`src/rtl/cpu_control_unit.sv`:
```
// rtl/cpu_control_unit.sv - step sequencer and instruction decoder for the 9-bit CPU
//
// Purpose: tracks the instruction step T0..T3 and decodes IR = [III YYY XXX]
// (opcode, Rx dest, Ry source) into datapath control strobes.
// Optional feature macro: CU_ILLEGAL_OP_EN (adds the illegal_op output).
//
// Ports:
//   clk        in   1  clock, rising edge
//   reset      in   1  synchronous active-high reset
//   run        in   1  start request, sampled in T0 only
//   IR         in   9  instruction [8:6] opcode, [5:3] Rx, [2:0] Ry
//   step       out  2  current step
//   clear      out  1  step-counter clear (reset | done)
//   IRin       out  1  load IR from DIN
//   DINout     out  1  drive DIN onto the bus
//   Rout       out  8  one-hot register bus drive
//   Gout       out  1  drive G onto the bus
//   Rin        out  8  one-hot register load
//   Gin        out  1  load G with ALU result
//   Ain        out  1  load A from the bus
//   alu_op     out  2  00 NOP, 01 ADD, 10 SUB
//   done       out  1  last step of the instruction
//   illegal_op out  1  (CU_ILLEGAL_OP_EN only) opcode 101-111 seen in T1
module cpu_control_unit (
  input  logic       clk,
  input  logic       reset,
  input  logic       run,
  input  logic [8:0] IR,
  output logic [1:0] step,
  output logic       clear,
  output logic       IRin,
  output logic       DINout,
  output logic [7:0] Rout,
  output logic       Gout,
  output logic [7:0] Rin,
  output logic       Gin,
  output logic       Ain,
  output logic [1:0] alu_op,
`ifdef CU_ILLEGAL_OP_EN
  output logic       illegal_op,
`endif
  output logic       done
);

  typedef enum logic [1:0] {T0 = 2'd0, T1 = 2'd1, T2 = 2'd2, T3 = 2'd3} step_e;

  localparam logic [2:0] OP_NOP = 3'b000;
  localparam logic [2:0] OP_MV  = 3'b001;
  localparam logic [2:0] OP_ADD = 3'b010;
  localparam logic [2:0] OP_SUB = 3'b011;
  localparam logic [2:0] OP_MVI = 3'b100;

  step_e step_q, step_d;

  logic [2:0] opcode;
  logic [7:0] rx_oh, ry_oh;
  logic       is_arith;
  logic       bad_op;

  assign opcode   = IR[8:6];
  assign rx_oh    = 8'd1 << IR[5:3];
  assign ry_oh    = 8'd1 << IR[2:0];
  assign is_arith = (opcode == OP_ADD) || (opcode == OP_SUB);
  assign bad_op   = opcode[2] && (opcode[1:0] != 2'b00);

  assign step = step_q;

  // Control decode. Reset masks every strobe except clear so that a reset
  // mid-instruction cannot write a register or emit a done pulse.
  always_comb begin
    IRin   = 1'b0;
    DINout = 1'b0;
    Rout   = 8'd0;
    Gout   = 1'b0;
    Rin    = 8'd0;
    Gin    = 1'b0;
    Ain    = 1'b0;
    alu_op = 2'b00;
    done   = 1'b0;
`ifdef CU_ILLEGAL_OP_EN
    illegal_op = 1'b0;
`endif
    if (!reset) begin
      unique case (step_q)
        T0: IRin = run;
        T1: begin
          if (is_arith) begin
            Rout = rx_oh;
            Ain  = 1'b1;
          end else begin
            done = 1'b1;
            if (opcode == OP_MV) begin
              Rout = ry_oh;
              Rin  = rx_oh;
            end else if (opcode == OP_MVI) begin
              DINout = 1'b1;
              Rin    = rx_oh;
            end
`ifdef CU_ILLEGAL_OP_EN
            illegal_op = bad_op;
`endif
          end
        end
        T2: begin
          if (is_arith) begin
            Rout   = ry_oh;
            Gin    = 1'b1;
            alu_op = (opcode == OP_SUB) ? 2'b10 : 2'b01;
          end
        end
        T3: begin
          if (is_arith) begin
            Gout = 1'b1;
            Rin  = rx_oh;
            done = 1'b1;
          end
        end
        default: ;
      endcase
    end
    clear = reset | done;
  end

  // Next step. T3 always returns to T0 so the counter cannot run on even if
  // IR changes under an instruction in progress.
  always_comb begin
    step_d = step_q;
    if (done) begin
      step_d = T0;
    end else begin
      unique case (step_q)
        T0:      step_d = run ? T1 : T0;
        T1:      step_d = T2;
        T2:      step_d = T3;
        T3:      step_d = T0;
        default: step_d = T0;
      endcase
    end
  end

  always_ff @(posedge clk) begin
    if (reset) step_q <= T0;
    else       step_q <= step_d;
  end

  // Opcode constants kept for readability of the decode; NOP needs no term.
  logic unused_ok;
  assign unused_ok = ^{OP_NOP, bad_op};

endmodule

```
`config.mk`:
```
export PLATFORM = sky130hd
export DESIGN_NAME = cpu_control_unit
export DESIGN_NICKNAME = d
export VERILOG_FILES = /design/src/rtl/cpu_control_unit.sv
export SDC_FILE = /design/constraint.sdc
export NUM_CORES = 1
export LEC_CHECK = 0
export BUFFER_PORTS_ARGS = -buffer_cell sky130_fd_sc_hd__clkbuf_2
export CORE_MARGIN = 3
export CORE_UTILIZATION = 39
export DETAILED_ROUTE_END_ITERATION = 12
export PLACE_DENSITY = 0.8
export SLEW_MARGIN = 20
export SYNTH_ARGS = -nofsm -noshare
export SYNTH_HDL_FRONTEND = slang
export SYNTH_SLANG_ARGS = --single-unit
```
`constraint.sdc`:
```
create_clock -name clk -period 1.8 [get_ports clk]
set_clock_uncertainty 0.05 [all_clocks]
set_input_delay 0.36 -clock clk [delete_from_list [all_inputs] [get_ports clk]]
set_output_delay 0.36 -clock clk [all_outputs]
set_load 0.01 [all_outputs]
```
==> impl_table.tex, run 1 <==
\begin{tabular}{lr}
\hline
Metric & Value \\
\hline
\multicolumn{2}{l}{\textbf{Run status}} \\
Result of the run & complete, but fails checks \\
Violated checks & negative setup slack \\
\multicolumn{2}{l}{\textbf{Route}} \\
Antenna viol nets, final & 0 \\
Number of vias per cell & 5.62 \\
DR vias & 725 \\
DR DRC count & 0 \\
First-pass iteration count of the detailed router & 6 \\
Wire length per cell after detailed routing & 16.0 µm \\
Violation count after the first detailed-routing iteration & 18 \\
Sum of routed wire length over all layers & 2.06 mm \\
\multicolumn{2}{l}{\textbf{GRT}} \\
Initial antenna violation count & 0 \\
Remaining global-route overflow & 0 \\
Maximum number of pins on one net before global-route repair & 10 \\
Combined global-route utilization of all metal layers & 0.217 \\
First-pass GRT wire length & 3.04 mm \\
Number of global-route vias before repair & 669 \\
\multicolumn{2}{l}{\textbf{Clock network}} \\
Clk root buf & sky130\_fd\_sc\_hd\_\_clkbuf\_4 \\
Quantity of hold-fixing buffers added after cts & 0 \\
Clock Pin Slew Worst Setup and Hold Paths & 0.03 ns \\
\# H-tree levels & 1 \\
Clock latency on the worst-skew pair & 0.22 ns \\
Clk buf depth & 2 \\
Sink count of the clock tree & 2 \\
Total clock buffers created by CTS & 3 \\
CTS tree & built \\
\multicolumn{2}{l}{\textbf{Run}} \\
Max cap viols & 0 \\
\multicolumn{2}{l}{\textbf{Placement}} \\
Number of buffers added on ports & 38 \\
Last weighted congestion value of the routability-driven placer & 0.783 \\
Worst setup slack before clock tree synthesis & -0.0709 ns \\
Final HPWL DP & 1.42 mm \\
\multicolumn{2}{l}{\textbf{Power}} \\
VDD IR-drop max & 0.404 mV \\
PD cells & 383 mW/mm² \\
Pwr Total & 0.371 mW \\
Leakage dissipation & 0.466 nW \\
\multicolumn{2}{l}{\textbf{Timing}} \\
Worst slew margin relative to its limit & 0.810 \\
Total negative slack & -2.91 ns \\
Final critical path time including I/O delays and setup & 2.09 ns \\
Crit share post-route & 1.16 \\
Number of endpoints with negative hold slack in the final report & 0 \\
Worst setup margin & -0.291 ns \\
Worst-margin pin slew & 0.284 ns \\
Final slew viol count & 0 \\
Maximum clock frequency & 0.478 GHz \\
Setup repair after global routing missed its margin & yes \\
Count of endpoints failing setup in the final report & 19 \\
\multicolumn{2}{l}{\textbf{Layout}} \\
Final layout net count & 133 \\
P\&R area growth vs syn & 78.8\% \\
Flip-flop count of the largest register after layout & 2 \\
Antenna diode instance count & 0 \\
Footprint of the flip-flops and latches & 45.0 µm² \\
Number of fill cells in the layout & 89 \\
Area taken by multi-input logic gates & 602 µm² \\
Fraction of final layout cells with drive strength greater than 1 & 0.696 \\
\multicolumn{2}{l}{\textbf{Setup path}} \\
Slowest cell on crit path & sky130\_fd\_sc\_hd\_\_dfxtp\_2 \\
Endpoint type of the worst setup path & primary output \\
R2R Setup Slk & 0.47 ns \\
Slowest cell delay on critical path & 0.33 ns \\
Required @ worst endpoint & 1.39 ns \\
Critical path arrival & 1.68 ns \\
Worst setup path category & reg2out \\
Cells along the critical path & inv\_2, ha\_4, and4b\_2, nand3b\_4, o22ai\_1, buf\_2 \\
Type of origin of the critical path & flip-flop \\
Largest fanout on the critical path & 4 \\
\multicolumn{2}{l}{\textbf{Synth}} \\
Area of the mapped netlist & 542 µm² \\
Share of async-settable or async-resettable flops after synthesis & 0 \\
Distinct cells, synth & 31 \\
Commonest register cell after synthesis & sky130\_fd\_sc\_hd\_\_dfxtp\_1 \\
Average footprint of a synthesized cell & 8.21 µm² \\
Sequential element share of the synthesized area & 0.0739 \\
Post-synthesis sequential element count & 2 \\
Synthesized netlist cell count & 66 \\
Syn Nets & 82 \\
Synthesis Warnings & 0 \\
EDFF count, synth & 0 \\
\multicolumn{2}{l}{\textbf{Floorplan}} \\
Die Width & 43.3 µm \\
Die span in y & 43.3 µm \\
Initial core utilization & 0.451 \\
Std-Cell Rows & 12 \\
Floorplan die area & 0.00187 mm² \\
Std-Cell Core Area & 0.00120 mm² \\
Ports & 39 \\
\multicolumn{2}{l}{\textbf{Hold path}} \\
Hold Crit Class & in2reg \\
\hline
\end{tabular}
## power breakdown
part	total, mW	leakage, nW	switching, mW	internal (mW)
Combinational	0.217	0.435	0.110	0.107
Clock	0.0959	0.0138	0.0226	0.0733
Sequential	0.0581	0.0175	0.00643	0.0516
Total	0.371	0.466	0.139	0.232
## metrics by stage
step                      utilization  cell area, µm²  hold slack [ns]  cells
final                           0.806             968            0.349    129
after global routing            0.806             968            0.353    129
after CTS                       0.780             937            0.346    129
after detailed placement        0.664             797            0.585    124
after global placement          0.664             797            0.586    124
after floorplan                     -             542            0.483     66
## critical path: cells and delay by family, from the launching register on
kind | cells | cell delay [ns]
AO/OA/AOI/OAI | 1 | 0.20
adder cells (fa/ha/maj) | 1 | 0.27
buffers and inverters | 2 | 0.23
flip-flops | 1 | 0.33
AND/OR/NAND/NOR | 2 | 0.43
## timing repair
action / 4_1_cts / 5_1_grt
setup buffers: 2 / 0
gates resized for setup: 22 / 16
endpoints found under the setup margin: 20 / 21
pin swaps: 14 / 4
## cell families (layout without fill, tap and decap cells)
logic type | after synthesis | after routing | synth area share
and+or+nand+nor | 40 | 40 | 0.515
AOI/OAI and AO/OA | 13 | 13 | 0.226
adders and majority gates | 4 | 4 | 0.0924
buffers and inverters | 4 | 53 | 0.0300
muxes | 2 | 2 | 0.0462
DFF | 2 | 2 | 0.0739
xor gates and xnor gates | 1 | 1 | 0.0162
## cells in the mapped netlist, types with 2 or more instances
cell	instances	share of area
sky130_fd_sc_hd__nand2_1	3	0.021
sky130_fd_sc_hd__nor2b_1	2	0.023
sky130_fd_sc_hd__o22ai_1	8	0.092
sky130_fd_sc_hd__nand2b_1	5	0.058
sky130_fd_sc_hd__a22oi_2	2	0.046
sky130_fd_sc_hd__nor2_1	13	0.090
sky130_fd_sc_hd__nand3b_1	2	0.028
sky130_fd_sc_hd__and4bb_4	2	0.060
sky130_fd_sc_hd__dfxtp_1	2	0.074
sky130_fd_sc_hd__inv_1	3	0.021
sky130_fd_sc_hd__ha_1	4	0.092
## cell usage in the layout, fill, tap and decap left out, drive strengths merged, types with 2 or more instances in the layout
cell,synthesis,routed
clkbuf,0,30
buf,1,20
nor2,13,13
o22ai,8,8
nand2b,6,6
ha,4,4
and4bb,3,3
nand2,3,3
nand3b,3,3
inv,3,3
a22oi,2,2
nor2b,2,2
nor3b,2,2
dfxtp,2,2
## worst paths after layout
kind	start	depth (start not counted)	end
hold / removal	run	3	step[0]$_SDFF_PP0_
hold reg to reg	step[0]$_SDFF_PP0_	4	step[0]$_SDFF_PP0_
setup reg to reg	step[0]$_SDFF_PP0_	5	step[0]$_SDFF_PP0_
setup / recovery	step[1]$_SDFF_PP0_	6	Rout[3]
## area by class of cell
class                   count  area share
repair buffers             47       0.276
inverters                   3      0.0142
clock buffers               3      0.0233
flip-flops and latches      2      0.0465
multi-input cells          60       0.621
well taps                  14      0.0181
## metal layers
layer / up-vias / track usage / wire, µm
met5: - / 0 / 0
met2: 39 / 0.398 / 1150
met1: 337 / 0.216 / 748
li1: 345 / - / -
met3: 4 / 0.0508 / 144
met4: 0 / 0.127 / 25
No activity file was read; power rests on OpenSTA's default activity.
==> inputs of run 2 (changes only) <==
--- a/config.mk
+++ b/config.mk
@@ -5,11 +5,12 @@
 export SDC_FILE = /design/constraint.sdc
 export NUM_CORES = 1
 export LEC_CHECK = 0
+export ABC_AREA = 1
 export BUFFER_PORTS_ARGS = -buffer_cell sky130_fd_sc_hd__clkbuf_2
 export CORE_MARGIN = 3
-export CORE_UTILIZATION = 39
+export CORE_UTILIZATION = 40
 export DETAILED_ROUTE_END_ITERATION = 12
-export PLACE_DENSITY = 0.8
+export PLACE_DENSITY = 0.78
 export SLEW_MARGIN = 20
 export SYNTH_ARGS = -nofsm -noshare
 export SYNTH_HDL_FRONTEND = slang
==> run 2 against run 1 <==
The run still ends with negative setup slack left. Via count increased by 11%. Area after synthesis up 2.3%. Global-route usage fell by 4.4 points. Setup slack gained 0.27 ns. Sequential share of layout area grew 0.51 points. Clock-buffer cell count unchanged. Final cell count grew 28%. Largest cell class unchanged.
==> impl_table.tex, run 2 <==
\begin{tabular}{lr}
\hline
Metric & Value \\
\hline
\multicolumn{2}{l}{\textbf{Run status}} \\
Result of the run & complete, but fails checks \\
Violated checks & negative setup slack \\
\multicolumn{2}{l}{\textbf{Layout}} \\
Most common cell after layout, fill and taps aside & sky130\_fd\_sc\_hd\_\_clkbuf\_2 \\
Antenna diode instance count & 0 \\
Final layout net count & 169 \\
Fraction of final layout cells with drive strength greater than 1 & 0.424 \\
Commonest non-fill, non-tap cells in the layout & sky130\_fd\_sc\_hd\_\_clkbuf\_2 (29), sky130\_fd\_sc\_hd\_\_nand2\_1 (23), sky130\_fd\_sc\_hd\_\_inv\_1 (18) \\
Cell area after layout & 873 µm² \\
P\&R area growth vs syn & 57.6\% \\
Post-route non-filler standard cell count & 165 \\
Flip-flop count of the largest register after layout & 2 \\
\multicolumn{2}{l}{\textbf{Placement}} \\
Total cell area at the placement stage & 762 µm² \\
Final HPWL DP & 1.35 mm \\
Worst setup slack before clock tree synthesis & 0.0622 ns \\
Number of buffers added on ports & 38 \\
Inst Count DP & 162 \\
Last weighted congestion value of the routability-driven placer & 0.826 \\
\multicolumn{2}{l}{\textbf{Synth}} \\
Post-synth top area share & 0.183 \\
Synthesis Warnings & 0 \\
Synth top area cells & sky130\_fd\_sc\_hd\_\_nand2\_1 (18\%), sky130\_fd\_sc\_hd\_\_inv\_1 (14\%), sky130\_fd\_sc\_hd\_\_nor2\_1 (11\%) \\
Area leader, netlist & sky130\_fd\_sc\_hd\_\_nand2\_1 \\
Most repeated cell in the gate-level netlist after synthesis & sky130\_fd\_sc\_hd\_\_nand2\_1 \\
Commonest register cell after synthesis & sky130\_fd\_sc\_hd\_\_dfxtp\_1 \\
Syn Nets & 126 \\
Top cell types by occurrence after synthesis & sky130\_fd\_sc\_hd\_\_nand2\_1 (27), sky130\_fd\_sc\_hd\_\_inv\_1 (21), sky130\_fd\_sc\_hd\_\_nor2\_1 (16) \\
Sequential element share of the synthesized area & 0.0722 \\
EDFF count, synth & 0 \\
Distinct cells, synth & 15 \\
Post-synthesis sequential element count & 2 \\
Area of the mapped netlist & 554 µm² \\
Average footprint of a synthesized cell & 5.04 µm² \\
Synthesized netlist cell count & 110 \\
Share of async-settable or async-resettable flops after synthesis & 0 \\
\multicolumn{2}{l}{\textbf{Setup path}} \\
Critical path arrival & 1.41 ns \\
Timing startpoint of the critical path & step[1]\$\_SDFF\_PP0\_ \\
Required @ worst endpoint & 1.39 ns \\
Slowest cell delay on critical path & 0.36 ns \\
Cell family with the largest share of critical-path delay & flip-flops \\
Dominant cell type by count on the critical path & sky130\_fd\_sc\_hd\_\_nand2\_2 \\
Number of cells on the critical path & 9 \\
Beginning of the worst register-to-register path & step[0]\$\_SDFF\_PP0\_ \\
Count of buffering cells on the critical path with inverters included & 3 \\
Endpoint type of the worst setup path & primary output \\
Cells along the critical path & inv\_4, ha\_4, nand2\_1, inv\_1, nand2\_2, nand2\_4, nand2\_2, a21oi\_2, buf\_2 \\
Slowest cell on crit path & sky130\_fd\_sc\_hd\_\_dfxtp\_4 \\
Worst setup path category & reg2out \\
Type of origin of the critical path & flip-flop \\
Depth of the worst register-to-register path & 4 \\
Largest fanout on the critical path & 8 \\
\multicolumn{2}{l}{\textbf{Clock network}} \\
Clock latency on the worst-skew pair & 0.22 ns \\
Clk buf depth & 2 \\
Clk root buf & sky130\_fd\_sc\_hd\_\_clkbuf\_4 \\
\# H-tree levels & 1 \\
Total clock buffers created by CTS & 3 \\
Buffer count from post-CTS setup fixing & 0 \\
CTS tree & built \\
Clock Pin Slew Worst Setup and Hold Paths & 0.03 ns \\
Quantity of hold-fixing buffers added after cts & 0 \\
Sink count of the clock tree & 2 \\
\multicolumn{2}{l}{\textbf{Timing}} \\
Worst setup margin & -0.0235 ns \\
Final slew viol count & 0 \\
Count of endpoints failing setup in the final report & 8 \\
Final critical path time including I/O delays and setup & 1.82 ns \\
Worst slew margin relative to its limit & 0.808 \\
Crit share post-route & 1.01 \\
Setup repair after global routing missed its margin & yes \\
Number of endpoints with negative hold slack in the final report & 0 \\
Maximum clock frequency & 0.548 GHz \\
Worst-margin pin slew & 0.286 ns \\
\multicolumn{2}{l}{\textbf{Route}} \\
First-pass iteration count of the detailed router & 4 \\
DR DRC count & 0 \\
Antenna viol nets, final & 0 \\
Number of vias per cell & 4.88 \\
Wire length per cell after detailed routing & 10.8 µm \\
Sum of routed wire length over all layers & 1.77 mm \\
Violation count after the first detailed-routing iteration & 30 \\
DR vias & 805 \\
\multicolumn{2}{l}{\textbf{Power}} \\
P\_sw & 0.134 mW \\
Switching part of the total & 0.425 \\
Combinational power share & 0.497 \\
Part of the power in the clock network & 0.306 \\
Power share of the sequential group & 0.197 \\
VDD IR-drop max & 0.514 mV \\
Internal Pwr Total & 0.181 mW \\
PD cells & 360 mW/mm² \\
Leakage dissipation & 0.503 nW \\
\multicolumn{2}{l}{\textbf{GRT}} \\
Remaining global-route overflow & 0 \\
Number of global-route vias before repair & 601 \\
Combined global-route utilization of all metal layers & 0.174 \\
Initial antenna violation count & 0 \\
Maximum number of pins on one net before global-route repair & 11 \\
First-pass GRT wire length & 2.59 mm \\
\multicolumn{2}{l}{\textbf{Floorplan}} \\
Die span in y & 43.2 µm \\
Ports & 39 \\
Std-Cell Rows & 12 \\
Std-Cell Core Area & 0.00120 mm² \\
Floorplan die area & 0.00187 mm² \\
Initial core utilization & 0.461 \\
Die Width & 43.2 µm \\
\multicolumn{2}{l}{\textbf{Hold path}} \\
Hold path depth & 3 \\
Hold Crit Class & in2reg \\
Worst Min Path Start & run \\
\multicolumn{2}{l}{\textbf{Run}} \\
Max cap viols & 0 \\
\hline
\end{tabular}
[run 2: cell count changes in the layout (fill, tap and decap cells not counted), moves of 7 or more]
cell / previous run / this run
sky130_fd_sc_hd__nand2_1: 2 / 23
sky130_fd_sc_hd__buf_4: 8 / 1
sky130_fd_sc_hd__nor3_1: 0 / 10
sky130_fd_sc_hd__nand3_1: 1 / 9
sky130_fd_sc_hd__inv_1: 1 / 18
[run 2: kinds of logic after synthesis]
logic type / after synthesis / share of synthesized area
AO/OA/AOI/OAI: 11 / 0.0993
adder cells (fa/ha/maj): 4 / 0.0903
buffers and inverters: 23 / 0.163
flip-flops: 2 / 0.0722
AND/OR/NAND/NOR: 70 / 0.576
[run 2: final timing paths]
kind	slack, ns	end
worst max-delay path	-0.02	Rout[0]
worst min-delay path	0.35	step[0]$_SDFF_PP0_
worst max register to register	0.61	step[1]$_SDFF_PP0_
worst min register to register	0.65	step[0]$_SDFF_PP0_
[run 2: worst reg2reg max path, cell delays in order, from the launching register on]
cell and delay (ns):
sky130_fd_sc_hd__dfxtp_2 0.37, sky130_fd_sc_hd__inv_2 0.07, sky130_fd_sc_hd__ha_1 0.32, sky130_fd_sc_hd__nand2_2 0.19, sky130_fd_sc_hd__nor2_1 0.07
[run 2: routing by layer]
layer / part of all wire / wire, µm / GRT usage / vias up
met5: 0 / 0 / 0 / -
met4: 0 / 0 / 0.0361 / 0
met3: 0.069 / 123 / 0.0254 / 0
met2: 0.48 / 858 / 0.257 / 31
met1: 0.45 / 792 / 0.259 / 345
li1: - / - / - / 429
[run 2: through the flow]
step	hold slack, ns	util	total power [mW]	TNS, ns
2_1_floorplan	0.469	-	0.141	0
6_report	0.352	0.727	0.315	-0.0731
5_1_grt	0.367	0.727	0.347	-1.47
4_1_cts	0.346	0.694	0.306	-0.147
3_3_place_gp	0.579	0.634	0.189	0
3_5_place_dp	0.582	0.634	0.191	0
[run 2: timing repair]
action	in CTS	in global routing
gates resized for setup	13	20
hold endpoints to repair	0	0
setup endpoints to repair	16	17
pin swaps	2	5
[run 2: cell type report]
class                      count  area, µm²
multi-input combinational     85        499
fill                         109        328
timing repair buffer          39        204
inverter                      22       85.1
sequential                     2       45.0
clock buffer                   3       22.5
tap                           14       17.5
[run 2: power groups by stage]
stage | Clock (mW) | Combinational, mW | Sequential (mW)
6_report | 0.0963 | 0.156 | 0.0620
5_1_grt | 0.110 | 0.174 | 0.0636
4_1_cts | 0.100 | 0.146 | 0.0600
3_5_place_dp | 0 | 0.134 | 0.0568
3_3_place_gp | 0 | 0.133 | 0.0560
2_1_floorplan | 0 | 0.0825 | 0.0585
